$ cat src/rtl/com_pkg.sv
`default_nettype none
// ============================================================================
// Module      : com_pkg
// Description : Shared widths, enums and channel-expansion helpers for the
//               centre-of-mass pixel path.
// Revision    : 1.0
// ============================================================================
package com_pkg;

    localparam int X_W   = 11;
    localparam int Y_W   = 10;
    localparam int CNT_W = 20;

    typedef enum logic [1:0] {
        CHAN_R   = 2'd0,
        CHAN_G   = 2'd1,
        CHAN_B   = 2'd2,
        CHAN_RSV = 2'd3
    } chan_e;

    typedef enum logic [1:0] {
        ST_WAIT_SOF = 2'd0,
        ST_SCAN     = 2'd1,
        ST_FLUSH    = 2'd2
    } state_e;

    // MSB replication keeps full-scale inputs at 8'hFF and zero at 8'h00.
    function automatic logic [7:0] expand5(input logic [4:0] v);
        return {v, v[4:2]};
    endfunction

    function automatic logic [7:0] expand6(input logic [5:0] v);
        return {v, v[5:4]};
    endfunction

endpackage
`default_nettype wire

$ cat src/rtl/rgb565_chan_extract.sv
`default_nettype none
// ============================================================================
// Module      : rgb565_chan_extract
// Description : Selects one RGB565 channel and expands it to 8 bits.
// Revision    : 1.0
// ============================================================================
module rgb565_chan_extract
    import com_pkg::*;
(
    input  logic [15:0] pixel_i,
    input  logic [1:0]  chan_sel_i,
    output logic [7:0]  chan_o
);

    always_comb begin
        chan_o = expand5(pixel_i[15:11]);
        case (chan_e'(chan_sel_i))
            CHAN_G:  chan_o = expand6(pixel_i[10:5]);
            CHAN_B:  chan_o = expand5(pixel_i[4:0]);
            default: chan_o = expand5(pixel_i[15:11]);
        endcase
    end

endmodule
`default_nettype wire

$ cat src/rtl/com_pixel_source.sv
`default_nettype none
// ============================================================================
// Module      : com_pixel_source
// Description : Raster tracker and channel-window mask generator producing
//               (x, y, valid) and an end-of-frame tabulate pulse.
// Revision    : 1.0
// ============================================================================
module com_pixel_source
    import com_pkg::*;
#(
    parameter int H_ACTIVE = 1024,
    parameter int V_ACTIVE = 768
) (
    input  logic             clk_in,
    input  logic             rst_n_in,
    input  logic [15:0]      pixel_in,
    input  logic             pixel_valid_in,
    input  logic             sof_in,
    input  logic [1:0]       chan_sel_in,
    input  logic [7:0]       lo_in,
    input  logic [7:0]       hi_in,
    output logic [X_W-1:0]   x_out,
    output logic [Y_W-1:0]   y_out,
    output logic             valid_out,
    output logic             tabulate_out,
    output logic [CNT_W-1:0] count_out
);

    localparam logic [X_W-1:0] X_LAST = X_W'(H_ACTIVE - 1);
    localparam logic [Y_W-1:0] Y_LAST = Y_W'(V_ACTIVE - 1);

    state_e              state_q;
    logic [X_W-1:0]      x_q;
    logic [Y_W-1:0]      y_q;
    logic [1:0]          chan_sel_q;
    logic [7:0]          lo_q;
    logic [7:0]          hi_q;
    logic [1:0]          tab_cnt_q;

    logic                s1_valid_q;
    logic [X_W-1:0]      s1_x_q;
    logic [Y_W-1:0]      s1_y_q;
    logic [7:0]          s1_chan_q;

    logic                valid_q;
    logic [X_W-1:0]      x_out_q;
    logic [Y_W-1:0]      y_out_q;
    logic                tab_q;
    logic [CNT_W-1:0]    count_q;
    logic [CNT_W-1:0]    cnt_q;
    logic [CNT_W-1:0]    cnt_d;

    logic                w_sof_acc;
    logic                w_accept;
    logic                w_last;
    logic                w_tab_fire;
    logic                w_mask;
    logic [X_W-1:0]      w_x_cur;
    logic [Y_W-1:0]      w_y_cur;
    logic [1:0]          w_chan_sel;
    logic [7:0]          w_chan;

    // A start-of-frame pixel is always (0,0) and uses the freshly presented thresholds.
    assign w_sof_acc  = pixel_valid_in & sof_in;
    assign w_accept   = pixel_valid_in & (sof_in | (state_q == ST_SCAN));
    assign w_x_cur    = sof_in ? '0 : x_q;
    assign w_y_cur    = sof_in ? '0 : y_q;
    assign w_last     = w_accept & (w_x_cur == X_LAST) & (w_y_cur == Y_LAST);
    assign w_chan_sel = w_sof_acc ? chan_sel_in : chan_sel_q;
    assign w_tab_fire = (tab_cnt_q == 2'd1);
    assign w_mask     = s1_valid_q & (s1_chan_q >= lo_q) & (s1_chan_q <= hi_q);

    rgb565_chan_extract u_extract (
        .pixel_i    (pixel_in),
        .chan_sel_i (w_chan_sel),
        .chan_o     (w_chan)
    );

    always_ff @(posedge clk_in or negedge rst_n_in) begin
        if (!rst_n_in) begin
            state_q    <= ST_WAIT_SOF;
            x_q        <= '0;
            y_q        <= '0;
            chan_sel_q <= 2'd0;
            lo_q       <= '0;
            hi_q       <= '0;
            tab_cnt_q  <= 2'd0;
        end else begin
            if (w_sof_acc) begin
                chan_sel_q <= chan_sel_in;
                lo_q       <= lo_in;
                hi_q       <= hi_in;
            end
            if (w_accept) begin
                if (w_x_cur == X_LAST) begin
                    x_q <= '0;
                    y_q <= (w_y_cur == Y_LAST) ? '0 : w_y_cur + Y_W'(1);
                end else begin
                    x_q <= w_x_cur + X_W'(1);
                    y_q <= w_y_cur;
                end
            end
            // Tabulate tracks the drain independently so a new frame may start in FLUSH.
            if (w_last) begin
                tab_cnt_q <= 2'd2;
            end else if (tab_cnt_q != 2'd0) begin
                tab_cnt_q <= tab_cnt_q - 2'd1;
            end
            case (state_q)
                ST_WAIT_SOF: begin
                    if (w_sof_acc) state_q <= w_last ? ST_FLUSH : ST_SCAN;
                end
                ST_SCAN: begin
                    if (w_last) state_q <= ST_FLUSH;
                end
                ST_FLUSH: begin
                    if (w_sof_acc)       state_q <= w_last ? ST_FLUSH : ST_SCAN;
                    else if (w_tab_fire) state_q <= ST_WAIT_SOF;
                end
                default: state_q <= ST_WAIT_SOF;
            endcase
        end
    end

    always_comb begin
        cnt_d = cnt_q + {{(CNT_W-1){1'b0}}, w_mask};
        if (w_tab_fire) begin
            cnt_d = {{(CNT_W-1){1'b0}}, w_mask};
        end
        if (w_sof_acc && (state_q == ST_SCAN)) begin
            cnt_d = '0;
        end
    end

    always_ff @(posedge clk_in or negedge rst_n_in) begin
        if (!rst_n_in) begin
            s1_valid_q <= 1'b0;
            s1_x_q     <= '0;
            s1_y_q     <= '0;
            s1_chan_q  <= '0;
            valid_q    <= 1'b0;
            x_out_q    <= '0;
            y_out_q    <= '0;
            tab_q      <= 1'b0;
            count_q    <= '0;
            cnt_q      <= '0;
        end else begin
            s1_valid_q <= w_accept;
            if (w_accept) begin
                s1_x_q    <= w_x_cur;
                s1_y_q    <= w_y_cur;
                s1_chan_q <= w_chan;
            end
            valid_q <= w_mask;
            if (w_mask) begin
                x_out_q <= s1_x_q;
                y_out_q <= s1_y_q;
            end
            tab_q <= w_tab_fire;
            if (w_tab_fire) begin
                count_q <= cnt_q;
            end
            cnt_q <= cnt_d;
        end
    end

    assign x_out        = x_out_q;
    assign y_out        = y_out_q;
    assign valid_out    = valid_q;
    assign tabulate_out = tab_q;
    assign count_out    = count_q;

endmodule
`default_nettype wire

$ cat config.mk
export PLATFORM = sky130hd
export DESIGN_NAME = com_pixel_source
export DESIGN_NICKNAME = d
export VERILOG_FILES = /design/src/rtl/com_pkg.sv /design/src/rtl/rgb565_chan_extract.sv /design/src/rtl/com_pixel_source.sv
export SDC_FILE = /design/constraint.sdc
export NUM_CORES = 1
export LEC_CHECK = 0
export CAP_MARGIN = 10
export CELL_PAD_IN_SITES_DETAIL_PLACEMENT = 1
export CELL_PAD_IN_SITES_GLOBAL_PLACEMENT = 1
export CORE_MARGIN = 1.5
export CORE_UTILIZATION = 45
export CTS_CLUSTER_DIAMETER = 120
export DETAILED_ROUTE_END_ITERATION = 8
export PLACE_DENSITY = 0.87
export REMOVE_ABC_BUFFERS = 1
export SLEW_MARGIN = 40
export SYNTH_ARGS = -nofsm -noshare
export SYNTH_HDL_FRONTEND = slang
export SYNTH_SLANG_ARGS = --single-unit
$ cat constraint.sdc
create_clock -name clk_in -period 8.6 [get_ports clk_in]
set_input_delay 1.72 -clock clk_in [delete_from_list [all_inputs] [get_ports clk_in]]
set_output_delay 1.72 -clock clk_in [all_outputs]
set_load 0.05 [all_outputs]
==> results.cfg, run 1 <==
[synth]
synthMuxAreaShare_pct = 11.2
async_flop_share_pct = 100
synth-edff-count = 0
synth_top_area_share_pct = 53.4
synthCells = 574
synth.distinct_cells = 57
synth_xor_xnor_area_share_pct = 2.47
synth_top_family_by_area = simple AND/OR/NAND/NOR gates
synthSimpleGateAreaFrac_pct = 15.2
yosysWarningCount = 0
synthAdderAreaFrac_pct = 4.71
synth_largest_area_cell = dfrtp_1
synth_compound_area_share_pct = 9.59
dominantRegCellSynth = dfrtp_1
syn_area_per_cell_um2 = 11.1
syn-cell-area_um2 = 6370
ys_seq_area_share_pct = 53.4
synthTopCellsByArea = dfrtp_1 53%, mux2_2 10%, ha_1 4.7%, nand2_1 2.7%, o21ai_0 2.6%
synth_seq_cells = 136

[global_routing]
use_met2_pct = 41.2
antenna_found_initial = 0
grt_pass1_wl_mm = 27.1
grt_pass1_vias = 5439
grt_use_met1_pct = 28.0
grtUsageTotal_pct = 23.7
grt_max_degree = 80
globalRouteMet3Util_pct = 4.96
top_usage_layer = met2
grt.overflow.total = 0

[finish]
nNetsFinal = 713
final_util_pct = 57.4
area_growth_syn_to_layout_pct = 24.7
fillers = 1407
antenna_cells = 0
drive_gt1_share_pct = 16.0

[detailed_routing]
ant_nets = 0
totalWireLength_mm = 16.5
dr_total_vias = 4734
via_per_inst = 5.62
routedWlPerCell_um = 19.6
dr.pass1.iters = 6
drcViolationCount = 0
drtIter0Drc = 371

[die]
die_w_um = 122
core_area_um2 = 13800
placementRows = 43
start_util_pct = 46.1
die_y_um = 122
pin_count = 81
dieArea_um2 = 14900

[sta]
finalCritPeriodShare_pct = 48.0
finalSetupViolations = 0
tns_ns = 0
tightest_slew_ns = 0.774
relSlewSlack_pct = 48.0
skew_ns = 0.00665
hold_viol = 0
slew_viol_final = 0
post-route-min-period_ns = 4.12
rsz0062_at_grt = no
max_freq_ghz = 0.242

[setup_path]
crit_path_top_delay_cell = ha_1
crit_chain = clkdlybuf4s50_1 -> buf_4 -> nand2_1 -> buf_4 -> mux2i_1 -> inv_1 -> ha_1 -> a21o_1 -> a21oi_1 -> or3_1 -> o21ai_0
critPathRequiredTime_ns = 8.93
path_common_cell = buf_4
r2r_slack_ns = 5.13
r2r-start = s1_chan_q[5]
path_class = in -> reg
worstPathArrival_ns = 4.45
critPathMaxStageDelay_ns = 0.47
r2r_end = cnt_q[19]
reg2reg_depth = 13
start_kind = input port
crit_path_end_kind = flip-flop
crit_fanout = 39

[clock_tree]
clockBufferDepth = 2
numCtsBuffers = 17
cts_tree = yes
cts_root_buffer = clkbuf_16
numClockSinks = 136
clock_latency_ns = 0.42
cts.clk_slew.worst_paths_ns = 0.06
ctsHtreeMaxLevel = 4
cts_post_setup_buffers_inserted = 0
postCtsHoldBufs = 0
cts_resized = 0

[placed_design]
dp_hpwl_mm = 10.7
portBuffers = 80
gp_congestion = 0.818

[power_and_ir_drop]
seq_power_share_pct = 40.2
vdd_drop_max_mv = 0.146
p_int_w = 0.00131
leakage_nw = 3.46
power_density_nw_per_um2 = 226
power_frac_comb_pct = 17.0
swShare_pct = 27.0
clkPwrFrac_pct = 42.8
power.switching_w = 0.000483

[run]
drv_cap = 0

[outcome]
status = finished clean

[worst_hold_path]
worstHoldStart = x_q[9]
holdPathStages = 1
hp-class = reg -> reg
hold-path-endpoint = x_q[9]
Yosys cell counts, types with 6 or more instances:
| cell type | number |
|---|---|
| dfrtp_1 | 136 |
| mux2_2 | 59 |
| nand2_1 | 46 |
| nor2_1 | 37 |
| o21ai_0 | 33 |
| inv_1 | 28 |
| ha_1 | 24 |
| a21oi_1 | 21 |
| nand3_1 | 20 |
| clkbuf_1 | 17 |
| nand2b_1 | 16 |
| o31ai_1 | 12 |
| xnor2_1 | 12 |
| nor2b_1 | 10 |
| nand4_1 | 8 |
| nor3_1 | 7 |
| o211ai_1 | 6 |
| xor2_1 | 6 |
sequential cells by signal, summed over array words and instances (netlist names), 8 cells and up:
name	cells
x_q	11
y_out	10
lo_q	8
cnt_q	20
s1_y_q	10
s1_x_q	11
y_q	10
x_out	11
s1_chan_q	8
hi_q	8
count_out	20
through the flow:
step | setup WS, ns | hold WS (ns) | cells | instance area (um^2) | power [W]
finish | 4.48 | 0.488 | 843 | 7940 | 0.00179
global route | 4.31 | 0.520 | 843 | 7940 | 0.00186
CTS | 4.51 | 0.483 | 843 | 7940 | 0.00180
detailed placement | 4.09 | 0.474 | 812 | 7330 | 0.00103
global placement | 4.29 | 0.463 | 812 | 7330 | 0.00100
floorplan | 4.67 | 0.442 | 547 | 6260 | 0.000909
worst max-delay path by stage:
stage                start      endpoint  slack [ns]  depth (start not counted)
floorplan           sof_in  tab_cnt_q[1]        4.67                          5
CTS                 sof_in  s1_chan_q[0]        4.51                         11
global placement    sof_in  s1_chan_q[0]        4.29                         11
detailed placement  sof_in  s1_chan_q[0]        4.09                         11
finish              sof_in  s1_chan_q[0]        4.48                         11
global route        sof_in        y_q[5]        4.31                          9
layer usage:
metal	vias up	share of wire (%)
met5	-	0
met4	0	3.0
met3	39	3.2
met2	95	53
met1	2434	41
li1	2166	-
power groups by stage:
stage,Combinational [W],Sequential (W),Clock (W)
after detailed placement,0.000298,0.000729,0
after floorplan,0.000159,0.000750,0
after global routing,0.000333,0.000725,0.000802
after global placement,0.000279,0.000726,0
final,0.000305,0.000719,0.000767
after CTS,0.000306,0.000720,0.000778
cell families (layout without fill, tap and decap cells):
kind of cell             Yosys count  count (layout)
AO/OA/AOI/OAI                     97              97
buffers and inverters             56             145
adder cells (fa/ha/maj)           24              24
XOR/XNOR                          18              18
AND/OR/NAND/NOR                  179             179
multiplexers                      64              64
flip-flops                       136             136
area by class of cell:
cell class	instances	area, um^2	area share [%]
inverter	29	109	1.37
multi-input combinational	382	2750	34.7
timing repair buffer	85	840	10.6
clock inverter	8	145	1.83
tap	180	225	2.84
sequential	136	3400	42.8
clock buffer	23	468	5.89
worst max-delay path, delay by kind of cell:
family / cells / cell delay (ns)
simple gates: 2 / 0.42
fa+ha+maj: 1 / 0.47
buf+inv: 4 / 1.20
mux: 1 / 0.32
compound gates: 3 / 0.29
placed cells by master (no fill, tap or decap), types with 8 or more instances in the layout:
master and instances:
o21ai_0 33, nor2_1 37, xnor2_1 12, dfrtp_1 136
o31ai_1 12, nor2b_1 10, nand2b_1 16, clkdlybuf4s50_1 79
mux2_2 59, clkbuf_16 17, nand2_1 46, a21oi_1 21
nand4_1 8, inv_1 28, ha_1 23, nand3_1 20
No activity file was read; power rests on OpenSTA's default activity.
==> run 2: changes to the inputs <==
CORE_UTILIZATION = 40   (was 45)
PLACE_DENSITY = 0.82   (was 0.87)
clock period = 3.6 ns   (was 8.6 ns; I/O delays follow)
==> run 2 against run 1 <==
  * Sequential power rose by 140%
  * Highest routed layer unchanged
  * Largest power group is now registers
  * Critical path type is now reg -> reg
  * Sequential share of layout area decreased by 0.23 points
  * Flip-flop and latch count stayed put
==> results.cfg, run 2 (synthesized netlist as in run 1, its figures left out) <==
[finish]
drive_gt1_share_pct = 17.1
nNetsFinal = 717
area_growth_syn_to_layout_pct = 25.4
final_common_cell = dfrtp_1
antenna_cells = 0
final_cell_mix = 136 x dfrtp_1, 79 x clkdlybuf4s50_1, 59 x mux2_2
fillers = 1646
final_util_pct = 51.9

[run]
drv_cap = 0

[clock_tree]
cts_resized = 0
cts_tree = yes
ctsHtreeMaxLevel = 4
postCtsHoldBufs = 0
clock_latency_ns = 0.43
cts_post_setup_buffers_inserted = 0
numClockSinks = 136
clockBufferDepth = 2
numCtsBuffers = 17
cts.clk_slew.worst_paths_ns = 0.06
cts_root_buffer = clkbuf_16

[global_routing]
grt_max_degree = 83
grtUsageTotal_pct = 20.6
antenna_found_initial = 0
grt.overflow.total = 0
grt_pass1_vias = 5230
grt_pass1_wl_mm = 26.4

[setup_path]
crit_path_end_kind = flip-flop
start_kind = flip-flop
crit_fanout = 9
critPathRequiredTime_ns = 3.88
critPathMaxStageDelay_ns = 0.42
crit_path_top_delay_cell = dfrtp_1
crit_chain = ha_1 -> a211oi_1 -> nor2_1 -> o31ai_1 -> o22ai_2 -> inv_1 -> ha_1 -> and3_1 -> nand3_1 -> nor4_1 -> xnor2_1 -> nor2_1
path_class = reg -> reg
worstPathArrival_ns = 3.46

[detailed_routing]
dr.pass1.iters = 4
dr_total_vias = 4666
totalWireLength_mm = 16.0
drtIter0Drc = 228
drcViolationCount = 0
via_per_inst = 5.31
routedWlPerCell_um = 18.2
ant_nets = 0

[placed_design]
post-place-ws_ns = 0.253
dp_hpwl_mm = 10.7
gp_congestion = 0.807
portBuffers = 80

[die]
die_w_um = 129
dieArea_um2 = 16700
placementRows = 45
start_util_pct = 41.4
pin_count = 81
die_y_um = 129
core_area_um2 = 15400

[sta]
finalCritPeriodShare_pct = 88.3
hold_viol = 0
slew_viol_final = 0
rsz0062_at_grt = no
relSlewSlack_pct = 53.2
tightest_slew_ns = 0.700
tns_ns = 0
finalSetupViolations = 0
post-route-min-period_ns = 3.18
skew_ns = 0.0123
setup_ws_ns = 0.422
max_freq_ghz = 0.315

[power_and_ir_drop]
power_density_nw_per_um2 = 514
vdd_drop_max_mv = 0.360
leakage_nw = 3.46

[outcome]
status = finished clean

[worst_hold_path]
hp-class = in -> async
## run 2: cell count changes in the layout (fill, tap and decap cells not counted), moves of 2 or more
| cell | previous run | this run |
|---|---|---|
| clkbuf_1 | 4 | 1 |
| clkbuf_8 | 2 | 4 |
| clkinvlp_4 | 2 | 4 |
| clkinv_2 | 2 | 4 |
| bufinv_16 | 4 | 1 |
| buf_4 | 5 | 8 |
## run 2: layout make-up
cell class | instances | area (um^2) | area share [%]
flip-flops and latches | 136 | 3400 | 42.6
multi-input cells | 382 | 2760 | 34.5
repair buffers | 89 | 885 | 11.1
clock buffers | 21 | 470 | 5.89
well taps | 211 | 264 | 3.31
inverters | 29 | 109 | 1.36
clock inverters | 11 | 97.6 | 1.22
## run 2: per-stage QoR
stage	cells	area, um^2	total power, W	hold WS, ns
after floorplan	547	6260	0.00217	0.424
after global placement	847	7410	0.00241	0.464
after detailed placement	847	7410	0.00246	0.467
after CTS	879	7980	0.00416	0.367
after global routing	879	7990	0.00431	0.373
final	879	7990	0.00411	0.325
## run 2: path summary, 6_finish.rpt
path,slack [ns],cells after the start,endpoint,from
worst max-delay path,0.42,12,cnt_q[17],s1_chan_q[5]
worst min-delay path,0.33,1,state_q[1],rst_n_in
worst max register to register,0.42,12,cnt_q[17],s1_chan_q[5]
worst min register to register,0.48,1,x_q[9],x_q[9]
max in group asynchronous,2.50,2,x_out[4],rst_n_in
min in group clk_in,0.48,1,x_q[9],x_q[9]
## run 2: metal layers
layer / vias to the layer above / part of all wire (%) / global-route usage (%)
met4: 0 / 1.7 / 8.06
li1: 2176 / - / -
met2: 88 / 54 / 37.5
met5: - / 0 / 0
met3: 23 / 2.8 / 4.91
met1: 2379 / 42 / 23.2
## run 2: power breakdown
part / switching, W / leakage (nW) / internal (W)
Combinational: 0.000422 / 1.47 / 0.000304
Sequential: 0.0000825 / 1.73 / 0.00164
Clock: 0.000662 / 0.271 / 0.00100
## run 2: worst max-delay path, delay by kind of cell (launching register included)
family | cells | cell delay, ns
DFF | 1 | 0.42
and+or+nand+nor | 5 | 1.05
AOI/OAI and AO/OA | 3 | 0.74
adders and majority gates | 2 | 0.51
buffers and inverters | 1 | 0.11
xor gates and xnor gates | 1 | 0.19
==> run 3: changes to the inputs <==
CTS_CLUSTER_DIAMETER = unset   (was 120)
GPL_TIMING_DRIVEN = 0   (was unset)
==> run 3 against run 2 <==
  * Worst setup slack got worse by 0.12 ns
  * Core utilization rose by 0.55 points
  * Power rose by 4.4%
  * First-iteration DRC count fell by 9.2%
  * Clock-buffer cell count did not move
  * Final area rose by 1.1%
  * Critical endpoint unchanged
  * Largest cell class unchanged
  * Largest power group is now clock
==> results.cfg, run 3 (synthesized netlist as in run 1, its figures left out) <==
[power_and_ir_drop]
power_density_nw_per_um2 = 531
clkPwrFrac_pct = 42.8
seq_power_share_pct = 40.0
power_frac_comb_pct = 17.2
power.switching_w = 0.00116
swShare_pct = 27.0
leakage_nw = 3.49
p_int_w = 0.00313
total_power_w = 0.00429
vdd_drop_max_mv = 0.398

[detailed_routing]
via_per_inst = 5.30
ant_nets = 0
routedWlPerCell_um = 17.9
drtIter0Drc = 207
dr.pass1.iters = 4
totalWireLength_mm = 15.6
drcViolationCount = 0
dr_total_vias = 4636

[global_routing]
grt.overflow.total = 0
grtUsageTotal_pct = 20.3
antenna_found_initial = 0
grt_max_degree = 48
grt_pass1_vias = 5234
grt_pass1_wl_mm = 26.3

[clock_tree]
postCtsHoldBufs = 0
ctsHtreeMaxLevel = 4
cts_resized = 0
numCtsBuffers = 17
cts_tree = yes
cts.clk_slew.worst_paths_ns = 0.06
numClockSinks = 136
clockBufferDepth = 2
clock_latency_ns = 0.42
cts_root_buffer = clkbuf_16
cts_post_setup_buffers_inserted = 0

[setup_path]
start_kind = flip-flop
crit_path_end_kind = flip-flop
crit_fanout = 9
critPathRequiredTime_ns = 3.86
crit_path_top_delay_cell = dfrtp_1
path_class = reg -> reg
worstPathArrival_ns = 3.56
crit_chain = ha_1 -> a211oi_1 -> nor2_1 -> o31ai_1 -> o22ai_4 -> inv_1 -> ha_1 -> and3_1 -> nand3_1 -> nor4_1 -> xnor2_1 -> nor2_1
critPathMaxStageDelay_ns = 0.40

[die]
placementRows = 45
start_util_pct = 41.4
dieArea_um2 = 16700
core_area_um2 = 15400
die_y_um = 129
die_w_um = 129
pin_count = 81

[finish]
final_util_pct = 52.5
fillers = 1637
nNetsFinal = 712
final_common_cell = dfrtp_1
final_cell_mix = 136 x dfrtp_1, 78 x clkdlybuf4s50_1, 59 x mux2_2
antenna_cells = 0
drive_gt1_share_pct = 16.6
area_growth_syn_to_layout_pct = 26.7

[sta]
tns_ns = 0
hold_viol = 0
relSlewSlack_pct = 43.5
skew_ns = 0.00742
max_freq_ghz = 0.303
post-route-min-period_ns = 3.30
rsz0062_at_grt = no
slew_viol_final = 0
finalSetupViolations = 0
tightest_slew_ns = 0.840
setup_ws_ns = 0.303
finalCritPeriodShare_pct = 91.6

[placed_design]
gp_congestion = 0.803
dp_hpwl_mm = 10.5
post-place-ws_ns = 0.120
portBuffers = 80

[worst_hold_path]
hp-class = in -> async

[run]
drv_cap = 0

[outcome]
status = finished clean
==> run 3: cell types whose count changed in the layout (fill, tap and decap cells not counted), sizes merged <==
cell	change
clkinv	-1
clkdlybuf4s50	-1
clkbuf	-1
buf	-3
bufinv	+3
clkinvlp	-2
==> run 3: layer usage <==
metal  track usage, %  share of wire [%]
met1             23.2                 42
met2             36.9                 53
met3             5.20                3.1
met4             6.74                1.8
met5                0                  0
==> run 3: path summary, 6_finish.rpt <==
kind	from	endpoint	slack, ns	cells past startpoint
max	s1_chan_q[5]	cnt_q[17]	0.30	12
min	rst_n_in	s1_y_q[8]	0.20	1
max reg2reg	s1_chan_q[5]	cnt_q[17]	0.30	12
min reg2reg	s1_x_q[0]	s1_x_q[0]	0.49	2
max in group asynchronous	rst_n_in	lo_q[7]	2.58	3
min in group clk_in	s1_x_q[0]	s1_x_q[0]	0.49	2
==> run 3: power groups by stage <==
stage | clock, W | combinational, W | sequential, W
floorplan | 0 | 0.000381 | 0.00179
global placement | 0 | 0.000668 | 0.00173
detailed placement | 0 | 0.000726 | 0.00174
CTS | 0.00188 | 0.000739 | 0.00172
global route | 0.00195 | 0.000817 | 0.00173
finish | 0.00183 | 0.000740 | 0.00172
==> run 3: through the flow <==
step / hold slack (ns) / instance area [um^2] / cells
4_1_cts: 0.206 / 8050 / 873
2_1_floorplan: 0.424 / 6260 / 547
6_report: 0.201 / 8070 / 874
5_1_grt: 0.217 / 8070 / 874
3_3_place_gp: 0.461 / 7330 / 838
3_5_place_dp: 0.467 / 7430 / 841
==> run 3: critical path, delay by kind of cell (launching register included) <==
family                   cells  cell delay (ns)
flip-flops                   1             0.40
XOR/XNOR                     1             0.17
AND/OR/NAND/NOR              5             1.12
adder cells (fa/ha/maj)      2             0.50
AO/OA/AOI/OAI                3             0.80
buffers and inverters        1             0.16
==> run 3: cell type report <==
type,instances,area [um^2],share of cell area [%]
Inverter,29,109,1.35
Multi-Input combinational cell,382,2780,34.5
Tap cell,211,264,3.27
Timing Repair Buffer,84,891,11.0
Sequential cell,136,3400,42.2
Clock inverter,11,171,2.12
Clock buffer,21,450,5.58
